$ cat src/rtl/alu_pkg.sv
// Shared types for the multi-cycle ALU: opcode and controller state encodings.
package alu_pkg;

  localparam int ALU_OP_W = 3;

  typedef enum logic [ALU_OP_W-1:0] {
    OP_ADD = 3'd0,
    OP_SUB = 3'd1,
    OP_AND = 3'd2,
    OP_OR  = 3'd3,
    OP_XOR = 3'd4,
    OP_SHL = 3'd5,
    OP_SHR = 3'd6,
    OP_MUL = 3'd7
  } alu_op_e;

  typedef enum logic {
    IDLE = 1'b0,
    MUL  = 1'b1
  } alu_state_e;

endpackage

$ cat src/rtl/alu_mul_seq.sv
// Shift-add multiplier: one multiplier bit per step, product in a 2*DATA_WIDTH accumulator.
module alu_mul_seq
  import alu_pkg::*;
#(
  parameter int DATA_WIDTH = 8
) (
  input  logic                    i_clk,
  input  logic                    i_rst,
  input  logic                    i_start,
  input  logic                    i_step,
  input  logic [DATA_WIDTH-1:0]   i_a,
  input  logic [DATA_WIDTH-1:0]   i_b,
  output logic                    o_done,
  output logic [2*DATA_WIDTH-1:0] o_product
);

  localparam int CNT_W = $clog2(DATA_WIDTH);

  logic [2*DATA_WIDTH-1:0] acc_q;
  logic [DATA_WIDTH-1:0]   mcand_q;
  logic [CNT_W-1:0]        cnt_q;
  logic [DATA_WIDTH:0]     hi_sum;
  logic [2*DATA_WIDTH-1:0] acc_step;

  // Upper half gathers partial products while the multiplier drains out of the lower half.
  assign hi_sum   = {1'b0, acc_q[2*DATA_WIDTH-1:DATA_WIDTH]}
                  + (acc_q[0] ? {1'b0, mcand_q} : '0);
  assign acc_step = {hi_sum, acc_q[DATA_WIDTH-1:1]};

  assign o_done    = i_step && (cnt_q == '0);
  assign o_product = acc_step;

  always_ff @(posedge i_clk) begin
    if (i_rst) begin
      acc_q   <= '0;
      mcand_q <= '0;
      cnt_q   <= '0;
    end else if (i_start) begin
      acc_q   <= {{DATA_WIDTH{1'b0}}, i_b};
      mcand_q <= i_a;
      cnt_q   <= CNT_W'(DATA_WIDTH - 1);
    end else if (i_step) begin
      acc_q <= acc_step;
      if (cnt_q != '0) cnt_q <= cnt_q - CNT_W'(1);
    end
  end

endmodule

$ cat src/rtl/alu_mc.sv
// Multi-cycle ALU: valid/ready operand handshake, single-cycle logic/arith ops,
// sequential MUL, registered result with a one-cycle o_valid pulse and C/Z/N/V flags.
module alu_mc
  import alu_pkg::*;
#(
  parameter int DATA_WIDTH = 8,
  parameter int SHAMT_W    = $clog2(DATA_WIDTH)
) (
  input  logic                  i_clk,
  input  logic                  i_rst,
  input  logic                  i_valid,
  output logic                  o_ready,
  input  logic [DATA_WIDTH-1:0] i_a,
  input  logic [DATA_WIDTH-1:0] i_b,
  input  logic [2:0]            i_op,
  input  logic                  i_flags_wr_en,
  output logic                  o_valid,
  output logic [DATA_WIDTH-1:0] o_result,
  output logic                  o_carry_flag,
  output logic                  o_zero_flag,
  output logic                  o_neg_flag,
  output logic                  o_ovf_flag
);

  localparam int W = DATA_WIDTH;

  alu_state_e              state_q, state_d;
  alu_op_e                 op;
  logic                    accept, mul_start, mul_step, mul_done;
  logic [2*W-1:0]          mul_product;
  logic                    flags_wr_q;
  logic [SHAMT_W-1:0]      shamt;
  logic [W:0]              sum, diff, shl_ext, shr_ext;
  logic [W-1:0]            alu_res;
  logic                    alu_c, alu_v;
  logic                    cmp_valid, cmp_c, cmp_v, cmp_we;
  logic [W-1:0]            cmp_res;

  assign op       = alu_op_e'(i_op);
  assign o_ready  = (state_q == IDLE) && !i_rst;
  assign accept   = i_valid && o_ready;
  assign mul_step = (state_q == MUL);
  assign shamt    = i_b[SHAMT_W-1:0];

  // Extra top bit carries the last bit shifted out (SHL) or the carry/borrow (ADD/SUB).
  assign sum     = {1'b0, i_a} + {1'b0, i_b};
  assign diff    = {1'b0, i_a} - {1'b0, i_b};
  assign shl_ext = {1'b0, i_a} << shamt;
  assign shr_ext = {i_a, 1'b0} >> shamt;

  // NOTE: every combinational output gets a default first so no path can infer a latch.
  always_comb begin
    alu_res = '0;
    alu_c   = 1'b0;
    alu_v   = 1'b0;
    case (op)
      OP_ADD: begin
        alu_res = sum[W-1:0];
        alu_c   = sum[W];
        alu_v   = (i_a[W-1] == i_b[W-1]) && (sum[W-1] != i_a[W-1]);
      end
      OP_SUB: begin
        alu_res = diff[W-1:0];
        alu_c   = !diff[W];
        alu_v   = (i_a[W-1] != i_b[W-1]) && (diff[W-1] != i_a[W-1]);
      end
      OP_AND: alu_res = i_a & i_b;
      OP_OR:  alu_res = i_a | i_b;
      OP_XOR: alu_res = i_a ^ i_b;
      OP_SHL: begin
        alu_res = shl_ext[W-1:0];
        alu_c   = shl_ext[W];
      end
      OP_SHR: begin
        alu_res = shr_ext[W:1];
        alu_c   = shr_ext[0];
      end
      default: ;
    endcase
  end

  always_comb begin
    state_d   = state_q;
    mul_start = 1'b0;
    case (state_q)
      IDLE: if (accept && op == OP_MUL) begin
        state_d   = MUL;
        mul_start = 1'b1;
      end
      MUL:  if (mul_done) state_d = IDLE;
      default: state_d = IDLE;
    endcase
  end

  // Completion source: MUL finishing in its own state, or a non-MUL op at its accept edge.
  always_comb begin
    cmp_valid = 1'b0;
    cmp_res   = alu_res;
    cmp_c     = alu_c;
    cmp_v     = alu_v;
    cmp_we    = i_flags_wr_en;
    if (mul_done) begin
      cmp_valid = 1'b1;
      cmp_res   = mul_product[W-1:0];
      cmp_c     = |mul_product[2*W-1:W];
      cmp_v     = 1'b0;
      cmp_we    = flags_wr_q;
    end else if (accept && op != OP_MUL) begin
      cmp_valid = 1'b1;
    end
  end

  alu_mul_seq #(.DATA_WIDTH(W)) u_mul (
    .i_clk     (i_clk),
    .i_rst     (i_rst),
    .i_start   (mul_start),
    .i_step    (mul_step),
    .i_a       (i_a),
    .i_b       (i_b),
    .o_done    (mul_done),
    .o_product (mul_product)
  );

  // NOTE: state is updated with non-blocking assignments so every register samples pre-edge values.
  always_ff @(posedge i_clk) begin
    if (i_rst) begin
      state_q      <= IDLE;
      flags_wr_q   <= 1'b0;
      o_valid      <= 1'b0;
      o_result     <= '0;
      o_carry_flag <= 1'b0;
      o_zero_flag  <= 1'b0;
      o_neg_flag   <= 1'b0;
      o_ovf_flag   <= 1'b0;
    end else begin
      state_q <= state_d;
      o_valid <= cmp_valid;
      if (accept) flags_wr_q <= i_flags_wr_en;
      if (cmp_valid) begin
        o_result <= cmp_res;
        if (cmp_we) begin
          o_carry_flag <= cmp_c;
          o_zero_flag  <= (cmp_res == '0);
          o_neg_flag   <= cmp_res[W-1];
          o_ovf_flag   <= cmp_v;
        end
      end
    end
  end

endmodule

$ cat config.mk
export PLATFORM = sky130hd
export DESIGN_NAME = alu_mc
export DESIGN_NICKNAME = d
export VERILOG_FILES = /design/src/rtl/alu_pkg.sv /design/src/rtl/alu_mul_seq.sv /design/src/rtl/alu_mc.sv
export SDC_FILE = /design/constraint.sdc
export NUM_CORES = 1
export LEC_CHECK = 0
export BUFFER_PORTS_ARGS = -buffer_cell sky130_fd_sc_hd__buf_2
export CAP_MARGIN = 30
export CORE_UTILIZATION = 62
export CTS_BUF_LIST = sky130_fd_sc_hd__clkbuf_4
export CTS_CLUSTER_SIZE = 20
export DETAILED_ROUTE_END_ITERATION = 6
export GPL_ROUTABILITY_DRIVEN = 0
export GPL_TIMING_DRIVEN = 0
export PLACE_DENSITY = 0.87
export SYNTH_ARGS = -nofsm -noshare
export SYNTH_HDL_FRONTEND = slang
export SYNTH_SLANG_ARGS = --single-unit
$ cat constraint.sdc
create_clock -name i_clk -period 3.65 [get_ports i_clk]
set_input_delay 0.5475 -clock i_clk [delete_from_list [all_inputs] [get_ports i_clk]]
set_output_delay 0.5475 -clock i_clk [all_outputs]
set_load 0.005 [all_outputs]
# After elaboration in Yosys (flattened, before gate mapping)
# Cells that the tools add are included.
dict set report totals {
  ff_bits 42
  output_inout_bits 14
  inputBits 23
  wordCells 72
}
dict set report op_classes {
  n_eq_ne 12
  bitwise 4
  shifts 2
  reduce_logical 19
  add_sub_neg 4
  muxes 19
}
# op n
set ops {}
lappend ops {{$pmux W8 S7} 1}
lappend ops {{$mux W8} 4}
lappend ops {{$add A8 B8 Y9} 2}
lappend ops {{$eq A3 B3 Y1 const B} 4}
lappend ops {{$mux W3} 3}
lappend ops {{$shl A8 B3 Y9} 1}
lappend ops {{$shr A9 B3 Y9} 1}
lappend ops {{$sub A8 B8 Y9} 1}
lappend ops {{$and A8 B8 Y8} 1}
lappend ops {{$logic_not A8 Y1} 1}
lappend ops {{$mux W1} 8}
lappend ops {{$or A8 B8 Y8} 1}
lappend ops {{$reduce_or A8 Y1} 1}
lappend ops {{$xor A8 B8 Y8} 1}
lappend ops {{$logic_and A1 B1 Y1} 7}
lappend ops {{$eq A3 B2 Y1 const B} 2}
lappend ops {{$logic_not A3 Y1} 2}
lappend ops {{$pmux W1 S2} 2}
lappend ops {{$pmux W1 S4} 1}
lappend ops {{$reduce_and A2 Y1} 2}
lappend ops {{$reduce_bool A2 Y1} 2}
lappend ops {{$eq A3 B1 Y1 const B} 1}
lappend ops {{$ne A1 B1 Y1} 3}
lappend ops {{$ne A3 B3 Y1 const B} 1}
lappend ops {{other kinds (6)} 7}

# Longest topological paths before layout
# Gate-level depths: netlist of run 1.
dict set report logic_depth {
  ltp_word 8
  depth_mapped 11
}

# Cells and area by module
# A second synthesis of run 1 with hierarchy kept.
dict set report unflattened {
  hier_cells 499
  hier_area_um2 4096.4
}
# mod n_inst area_each_um2 cells_per_inst
set by_module_without_submodules {}
lappend by_module_without_submodules {alu_mc 1 2558.7 322}
lappend by_module_without_submodules {alu_mul_seq 1 1537.7 177}

# Least setup slack after synthesis of run 1
# Ideal clock, no wire load.
dict set report synth_path {
  kind {input port to flip-flop}
  from {in i_a[0]}
  to {reg o_zero_flag}
  arrival_time_ns 2.609
  required_ns 3.581
  slack_ns 0.972
  stages 10
  n_path_buf 0
  path_cell_list {inv_1 > ha_1 > fa_1 > inv_1 > mux4_2 > a221oi_1 > a31oi_1 > nor4_1 > nand4_1 > o21ai_1}
}
dict set report synth_between {
  elab_chain_cells 4
  word_cells_on_any_way 10
  classes_between {2 x add/sub; 2 x shift; 2 x mux; 3 x bitwise; 1 x reduce/logical}
}
# element line
set synth_lines {}
lappend synth_lines {{from (decl)} alu_mc.sv:13} ;# input logic [DATA_WIDTH-1:0] i_a,
lappend synth_lines {{$sub A8 B8 Y9 (tied with other cells)} alu_mc.sv:47} ;# assign diff = {1'b0, i_a} - {1'b0, i_b};
lappend synth_lines {{$pmux W8 S7 *} alu_mc.sv:56} ;# case (op)
lappend synth_lines {{$mux W8 *} alu_mc.sv:102} ;# if (mul_done) begin
lappend synth_lines {{$logic_not A8 Y1 *} alu_mc.sv:143} ;# o_zero_flag <= (cmp_res == '0);
lappend synth_lines {{to (signal assigned)} alu_mc.sv:143}
lappend synth_lines {{to (decl)} alu_mc.sv:20} ;# output logic o_zero_flag,
# Mark *: on every way between the ends. The rest lies on a longest branch, timed or not.
# A chain may end at the register's enable or synchronous reset.

# Worst setup path after layout of run 1
dict set report layout_path {
  from {in i_b[1]}
  to {reg o_zero_flag}
}
dict set report layout_between {
  elab_chain_cells 4
  word_cells_on_any_way 10
  classes_between {2 x add/sub; 2 x shift; 2 x mux; 3 x bitwise; 1 x reduce/logical}
}
# element line
set layout_lines {}
lappend layout_lines {{from (decl)} alu_mc.sv:14} ;# input logic [DATA_WIDTH-1:0] i_b,
lappend layout_lines {{$sub A8 B8 Y9 (tied with other cells)} alu_mc.sv:47}
lappend layout_lines {{$pmux W8 S7 *} alu_mc.sv:56}
lappend layout_lines {{$mux W8 *} alu_mc.sv:102}
lappend layout_lines {{$logic_not A8 Y1 *} alu_mc.sv:143}
# Marks and branches as above.

==> run metrics, run 1 <==
result of the run completed; endpoint of the most critical register-to-register path o_carry_flag$_SDFFE_PP0P_; HPWL after detailed placement between 9000 and 10000 um; DRC marker count from the first detailed-route iteration 508; area added between synthesis and finish 8.065%; Post-Layout Inst Area around 4300 um2; master cell of the clock root buffer sky130_fd_sc_hd__clkbuf_4; maximum ir drop on the vdd rail 200.6 uV; TritonCTS Buffers 5; Crit Path Max Fanout 11; number of diodes added for antenna fixing 0; final standard cell count with taps included and fillers excluded 631; total via count after detailed routing 4204; share of the synthesized area in compound gates (AO/OA/AOI/OAI) 23.29%; start point of the critical path i_b[1]; count of flip-flops with a built-in enable after synthesis 0; count of unique library cells instantiated by Yosys between 70 and 80; Tightest Pin Transition ~900 ps; Seq/Total Area, Yosys between 20% and 30%; top-area cell type share of the netlist area a little over a fifth; main area contributors after synthesis sky130_fd_sc_hd__dfxtp_1 (21%), sky130_fd_sc_hd__ha_1 (11%), sky130_fd_sc_hd__mux2i_1 (6.0%); combined area of all synthesized cells around 4000 um2; relative contribution of sequential cells to total power ~45%; Post-CTS Hold Buffers 0; adder-cell share of the synthesized area 12.44%; CTS sink count between 40 and 50; post-synthesis register bit count 42; tightest slew margin relative to the limit 40.11%; main combinational cell family by area after synthesis simple AND/OR/NAND/NOR gates; number of nets produced by synthesis 574; number of levels the H-tree was split into 2; worst reg2reg startpoint u_mul.cnt_q[0]$_SDFFE_PP0P_; sequential cell area 840.8 um2; area of the multi-input gates between 2000 and 3000 um2; clock transition at the registers of the reported paths around 120 ps; number of rows created at floorplan 28; TritonCTS clock tree built; post-detailed-routing wire length about 12000 um; minimum hold slack 461.1 ps; total negative slack for setup checks 0 ps; Syn Area/Cell 7.802 um2; max-cap viol count 0; worst clock skew ~14 ps; first-pass GRT wire length 19190 um; Yosys warning count 0; CTS Buffer Depth 2; highest clock frequency the design can meet about 330 MHz; post-route fraction of the period consumed by the critical path 82.61%; total of buffers placed on input and output ports 35; setup violators final 0; PwrDens 247.3 nW/um2; Sw Pwr slightly below 0.0004 W; worst hold endpoint u_mul.mcand_q[4]$_SDFFE_PP0P_; pin count of the biggest net entering global routing 14; Reg2Reg Setup Slack 820 ps; leak pwr 1.858 nW; fin. max-slew vios 0; first-pass iteration count of the detailed router 5; worst min-delay path category reg -> reg; switching share of power between 30% and 40%; power share of the combinational group 34.2%; total routing usage reported by global routing 37.83%; Synth Area in Simple Gates approximately 26%; Crit. End Element flip-flop; Vias/cell 6.662; Post-DP Area 4272 um2; total congestion overflow after global routing 0; setup repair after global routing missed its margin no; logic depth of the worst register-to-register path 9; DRC violation count after routing 0; fraction of power consumed by the clock network 21.3%; Synth Instances 513; mux cell area share after synthesis under 10%; data arrival time of the worst path between 3000 and 4000 ps; clock period minus final worst setup slack 3015 ps; biggest area consumer among synthesized cells sky130_fd_sc_hd__dfxtp_1; y dimension of the die 82.35 um; share of async-settable or async-resettable flops after synthesis 0%; category of the most critical setup path in -> reg; number of top-level design ports 37; layout cell share with drive strength beyond 1 14.21%; standard cell core area 6061 um2; buffers inserted during post-CTS setup optimization 0; Initial Utilization 66.04%; clock insertion delay at the later pin of the skew report 360 ps; fillers ~500; Detail Route Antenna Nets 0; XOR/XNOR Fraction of Synth Area 2.188%; Die X-Extent slightly above 80 um; start point of the worst hold path u_mul.mcand_q[4]$_SDFFE_PP0P_; data required time of the critical path 3950 ps; average wire length per cell after detail routing 18.71 um; post_cts resized 0; Overall Power 0.001070 W; cell total after placement 623; number of cells on the worst hold path 2; kind of start point of the critical path input port; ys flop type sky130_fd_sc_hd__dfxtp_1; die area 6781 um2; number of failing hold endpoints at the final stage 0; vias in the first global route ~3800; total number of nets in the final design about 620; number of antenna violations at the first check in global routing 0; cell-internal power 0.0006788 W
## area by class of cell
class                      count  area share [%]
clock buffer                   5          0.8678
clock inverter                 3          0.3760
tap                           75           2.170
sequential                    42           19.44
inverter                      31           2.690
timing repair buffer          35           4.050
buffer                        32           3.789
multi-input combinational    408           66.62
## worst max-delay path by stage
stage / cells after the start / endpoint / slack [ps]
2_1_floorplan: 10 / o_zero_flag$_SDFFE_PP0P_ / 970
3_3_place_gp: 12 / o_result[7]$_SDFFE_PP0P_ / 450
3_5_place_dp: 11 / o_zero_flag$_SDFFE_PP0P_ / 370
4_1_cts: 11 / o_zero_flag$_SDFFE_PP0P_ / 740
5_1_grt: 12 / o_zero_flag$_SDFFE_PP0P_ / 510
6_report: 12 / o_zero_flag$_SDFFE_PP0P_ / 630
## Yosys cell counts, types with 11 or more instances
library cell               number
sky130_fd_sc_hd__dfxtp_1       42
sky130_fd_sc_hd__a211oi_1      11
sky130_fd_sc_hd__mux2i_1       24
sky130_fd_sc_hd__nor2_1        45
sky130_fd_sc_hd__nor2b_1       16
sky130_fd_sc_hd__nand2_1       53
sky130_fd_sc_hd__clkbuf_1      13
sky130_fd_sc_hd__ha_1          35
sky130_fd_sc_hd__inv_1         28
sky130_fd_sc_hd__buf_2         11
sky130_fd_sc_hd__o21ai_0       14
sky130_fd_sc_hd__nor3_1        11
sky130_fd_sc_hd__a21oi_1       33
sky130_fd_sc_hd__a221oi_1      12
## layer usage
layer	track usage [%]	wire length, um	vias up	share of wire, %
met5	0	0	-	0
met3	11.76	1620	52	14
met1	50.10	4688	1929	40
met2	57.19	5080	283	43
li1	-	-	1940	-
met4	14.21	416	0	3.5
## critical path, stage by stage
cell                        delay, ps
sky130_fd_sc_hd__buf_2            150
sky130_fd_sc_hd__buf_6            160
sky130_fd_sc_hd__inv_2             40
sky130_fd_sc_hd__buf_2            210
sky130_fd_sc_hd__ha_1             400
sky130_fd_sc_hd__o21bai_1         160
sky130_fd_sc_hd__a2111oi_1        730
sky130_fd_sc_hd__or4_1            250
sky130_fd_sc_hd__a31oi_1          100
sky130_fd_sc_hd__a31oi_2          290
sky130_fd_sc_hd__o211ai_1         140
sky130_fd_sc_hd__o21ai_1          140
## metrics by stage
| stage | setup WS, ps | utilization [%] |
|---|---|---|
| final | 634.7 | 71.37 |
| after global routing | 509.7 | 71.37 |
| after floorplan | 972.3 | - |
| after detailed placement | 371.1 | 70.48 |
| after CTS | 738.0 | 71.37 |
| after global placement | 454.0 | 70.48 |
## state kept, by name, indices dropped and copies added, names as in the netlist
register       flops
o_result           8
mul_step           1
o_carry_flag       1
o_ovf_flag         1
u_mul.acc_q       16
flags_wr_q         1
o_zero_flag        1
u_mul.mcand_q      8
o_valid            1
u_mul.cnt_q        3
o_neg_flag         1
## logic make-up (layout without fill, tap and decap cells)
| group | after synthesis | after routing |
|---|---|---|
| AND/OR/NAND/NOR | 198 | 198 |
| AO/OA/AOI/OAI | 133 | 133 |
| buffers and inverters | 63 | 106 |
| flip-flops | 42 | 42 |
| adder cells (fa/ha/maj) | 38 | 38 |
| multiplexers | 29 | 29 |
| XOR/XNOR | 10 | 10 |
## cells in the final DEF, fill, tap and decap left out, drive strengths merged, types with 6 or more instances in the layout
cell	count
buf	54
nand2	53
nor2	48
dfxtp	42
ha	35
a21oi	33
inv	30
mux2i	24
o21ai	20
clkbuf	18
nor2b	16
a221oi	13
nor3	13
a211oi	11
and2	11
a31oi	11
nand3	10
nand2b	9
a21o	7
xnor2	7
nor4	7
nand4	6
## power groups by stage
stage | clock network, W | registers [W] | logic, W
global route | 0.000252 | 0.000478 | 0.000396
floorplan | 0 | 0.000486 | 0.000242
detailed placement | 0 | 0.000486 | 0.000351
CTS | 0.000230 | 0.000476 | 0.000353
global placement | 0 | 0.000485 | 0.000341
finish | 0.000228 | 0.000476 | 0.000366
Note: power is estimated with default switching activity, not from simulation.
==> run 2, diff against run 1 <==
--- a/config.mk
+++ b/config.mk
@@ -7,13 +7,13 @@
 export LEC_CHECK = 0
 export BUFFER_PORTS_ARGS = -buffer_cell sky130_fd_sc_hd__buf_2
 export CAP_MARGIN = 30
-export CORE_UTILIZATION = 62
+export CORE_UTILIZATION = 56
 export CTS_BUF_LIST = sky130_fd_sc_hd__clkbuf_4
 export CTS_CLUSTER_SIZE = 20
 export DETAILED_ROUTE_END_ITERATION = 6
 export GPL_ROUTABILITY_DRIVEN = 0
 export GPL_TIMING_DRIVEN = 0
-export PLACE_DENSITY = 0.87
+export PLACE_DENSITY = 0.83
 export SYNTH_ARGS = -nofsm -noshare
 export SYNTH_HDL_FRONTEND = slang
 export SYNTH_SLANG_ARGS = --single-unit
==> constraint.sdc (replaced) <==
create_clock -name i_clk -period 2.5 [get_ports i_clk]
set_input_delay 0.375 -clock i_clk [delete_from_list [all_inputs] [get_ports i_clk]]
set_output_delay 0.375 -clock i_clk [all_outputs]
set_load 0.005 [all_outputs]
==> run 2 against run 1 <==
Against the previous run: largest power group unchanged; setup slack got worse by 560 ps; utilization is 6.1 points lower; clock-buffer cell count rose by 2; critical path type unchanged; register-to-register slack worse by 690 ps; sequential power up 46%.
==> run metrics, run 2 (same netlist as run 1, synthesis figures left out) <==
PwrDens 382.6 nW/um2; data required time of the critical path 2800 ps; setup violators final 0; worst hold endpoint u_mul.acc_q[5]$_SDFFE_PP0P_; master cell of the clock root buffer sky130_fd_sc_hd__clkbuf_4; number of rows created at floorplan 30; start point of the critical path i_a[3]; logic depth of the worst register-to-register path 10; DRC marker count from the first detailed-route iteration around 400; relative contribution of sequential cells to total power 40.8%; clock period minus final worst setup slack 2424 ps; Crit. End Element flip-flop; result of the run completed; total of buffers placed on input and output ports 35; number of levels the H-tree was split into 2; Overall Power 0.001706 W; Reg2Reg Setup Slack 130 ps; post-route fraction of the period consumed by the critical path 96.97%; Crit path largest cell delay 380 ps; power share of the combinational group 32.1%; max FFs per register 16; first-pass GRT wire length 19530 um; TritonCTS Buffers 5; Detail Route Antenna Nets 0; cell-internal power roughly 0.0011 W; Initial Utilization 58.59%; number of failing hold endpoints at the final stage 0; area added between synthesis and finish 11.38%; final standard cell count with taps included and fillers excluded 649; Worst path most repeated cell sky130_fd_sc_hd__buf_2; final setup slack of the worst path 75.87 ps; DRC violation count after routing 0; HPWL after detailed placement 9000 um; cell at the slowest stage of the critical path sky130_fd_sc_hd__or3_1; y dimension of the die roughly 87 um; Tightest Pin Transition 745.1 ps; CTS Buffer Depth 2; total congestion overflow after global routing 0; worst reg2reg startpoint u_mul.cnt_q[0]$_SDFFE_PP0P_; highest clock frequency the design can meet 412.5 MHz; register with the most flip-flops u_mul.acc_q; total number of nets in the final design 613; die area 7489 um2; switching share of power about a third; Crit Path Max Fanout 10; commonest cells after routing, fill and taps aside sky130_fd_sc_hd__nand2_1 (53), sky130_fd_sc_hd__nor2_1 (44), sky130_fd_sc_hd__buf_2 (41), sky130_fd_sc_hd__dfxtp_1 (41), sky130_fd_sc_hd__ha_1 (34); total via count after detailed routing 4252; total routing usage reported by global routing 33.54%; endpoint of the most critical register-to-register path o_zero_flag$_SDFFE_PP0P_; CTS sink count 42; worst clock skew 11.81 ps; TritonCTS clock tree built; Post-CTS Hold Buffers 0; worst min-delay path category in -> reg; clock transition at the registers of the reported paths 130 ps; layout cell share with drive strength beyond 1 18.08%; number of cells on the worst hold path 3; start point of the worst hold path i_b[5]; largest registers ranked by flip-flop count u_mul.acc_q (16), o_result (8), u_mul.mcand_q (8); fraction of power consumed by the clock network 27.1%; Vias/cell 6.552; leak pwr 1.890 nW; average wire length per cell after detail routing 18.71 um; Post-Layout Inst Area roughly 4500 um2; tightest slew margin relative to the limit 50.06%; standard cell core area 6832 um2; number of antenna violations at the first check in global routing 0; Die X-Extent 86.54 um; maximum ir drop on the vdd rail 315.3 uV; first-pass iteration count of the detailed router 5; number of diodes added for antenna fixing 0; post-detailed-routing wire length 12140 um; worst slack after detailed placement -476.2 ps; pin count of the biggest net entering global routing 13; minimum hold slack 285.1 ps; leading cell type in the layout, fill and taps excluded sky130_fd_sc_hd__nand2_1; ordered cell list for the critical path buf_2 -> inv_1 -> ha_1 -> buf_2 -> nor2b_1 -> o31ai_1 -> o311ai_2 -> xnor2_1 -> a221oi_2 -> or3_1 -> a21oi_1; category of the most critical setup path in -> reg; number of top-level design ports 37; fin. max-slew vios 0; max-cap viol count 0; kind of start point of the critical path input port; cell total after placement 644; data arrival time of the worst path between 2000 and 3000 ps; clock insertion delay at the later pin of the skew report between 300 and 400 ps; Sw Pwr 0.0005763 W; Post-DP Area 4298 um2; vias in the first global route 3988
run 2: changes by cell type in the layout (fill, tap and decap cells not counted), moves of 3 or more:
| cell | change |
|---|---|
| sky130_fd_sc_hd__clkbuf_4 | +4 |
| sky130_fd_sc_hd__clkbuf_1 | -4 |
| sky130_fd_sc_hd__buf_2 | -5 |
| sky130_fd_sc_hd__a21oi_2 | +3 |
| sky130_fd_sc_hd__clkbuf_2 | +4 |
| sky130_fd_sc_hd__a21oi_1 | -3 |
run 2: how the worst max path moves through the flow:
stage / depth (start not counted) / endpoint / slack [ps]
2_1_floorplan: 10 / o_zero_flag$_SDFFE_PP0P_ / 30
3_3_place_gp: 12 / o_result[7]$_SDFFE_PP0P_ / -450
3_5_place_dp: 12 / o_zero_flag$_SDFFE_PP0P_ / -480
4_1_cts: 10 / o_carry_flag$_SDFFE_PP0P_ / 40
5_1_grt: 11 / o_result[6]$_SDFFE_PP0P_ / -20
6_report: 11 / o_result[6]$_SDFFE_PP0P_ / 80
run 2: cell type report:
class                           instances  area [um2]
Multi-Input combinational cell        408        2959
Buffer                                 29       157.7
Clock buffer                            7       52.55
Sequential cell                        42       842.1
Clock inverter                          1       30.03
Inverter                               31       116.4
Timing Repair Buffer                   35       180.2
Fill cell                             614        2374
Tap cell                               96       120.1
run 2: worst max-delay path: cells and delay by family:
| kind | cells | cell delay [ps] |
|---|---|---|
| compound gates | 4 | 770 |
| buf+inv | 3 | 540 |
| simple gates | 2 | 470 |
| fa+ha+maj | 1 | 310 |
| xor+xnor | 1 | 260 |
run 2: power groups by stage:
stage                     logic (W)  registers [W]  clock network, W
after floorplan            0.000354       0.000709                 0
after global placement     0.000499       0.000709                 0
after detailed placement   0.000509       0.000710                 0
after CTS                  0.000524       0.000695          0.000462
after global routing       0.000590       0.000698          0.000485
final                      0.000547       0.000696          0.000463
run 2: per-layer routing:
| layer | vias up | GRT usage [%] | part of all wire, % |
|---|---|---|---|
| li1 | 1935 | - | - |
| met1 | 1975 | 44.50 | 41 |
| met2 | 287 | 51.80 | 44 |
| met3 | 55 | 6.476 | 11 |
| met4 | 0 | 17.27 | 4.8 |
| met5 | - | 0 | 0 |
run 2: through the flow:
| step | TNS, ps | utilization (%) |
|---|---|---|
| 6_report | 0 | 65.26 |
| 3_5_place_dp | -3816 | 62.91 |
| 2_1_floorplan | 0 | - |
| 5_1_grt | -21.75 | 65.26 |
| 3_3_place_gp | -3562 | 62.91 |
| 4_1_cts | 0 | 64.87 |
run 2: timing repair:
action / in CTS / in global routing
buffers inserted: 0 / 0
cloned: 0 / 0
endpoints found under the setup margin: 7 / 12
pin swaps: 4 / 6
gates resized for setup: 13 / 13
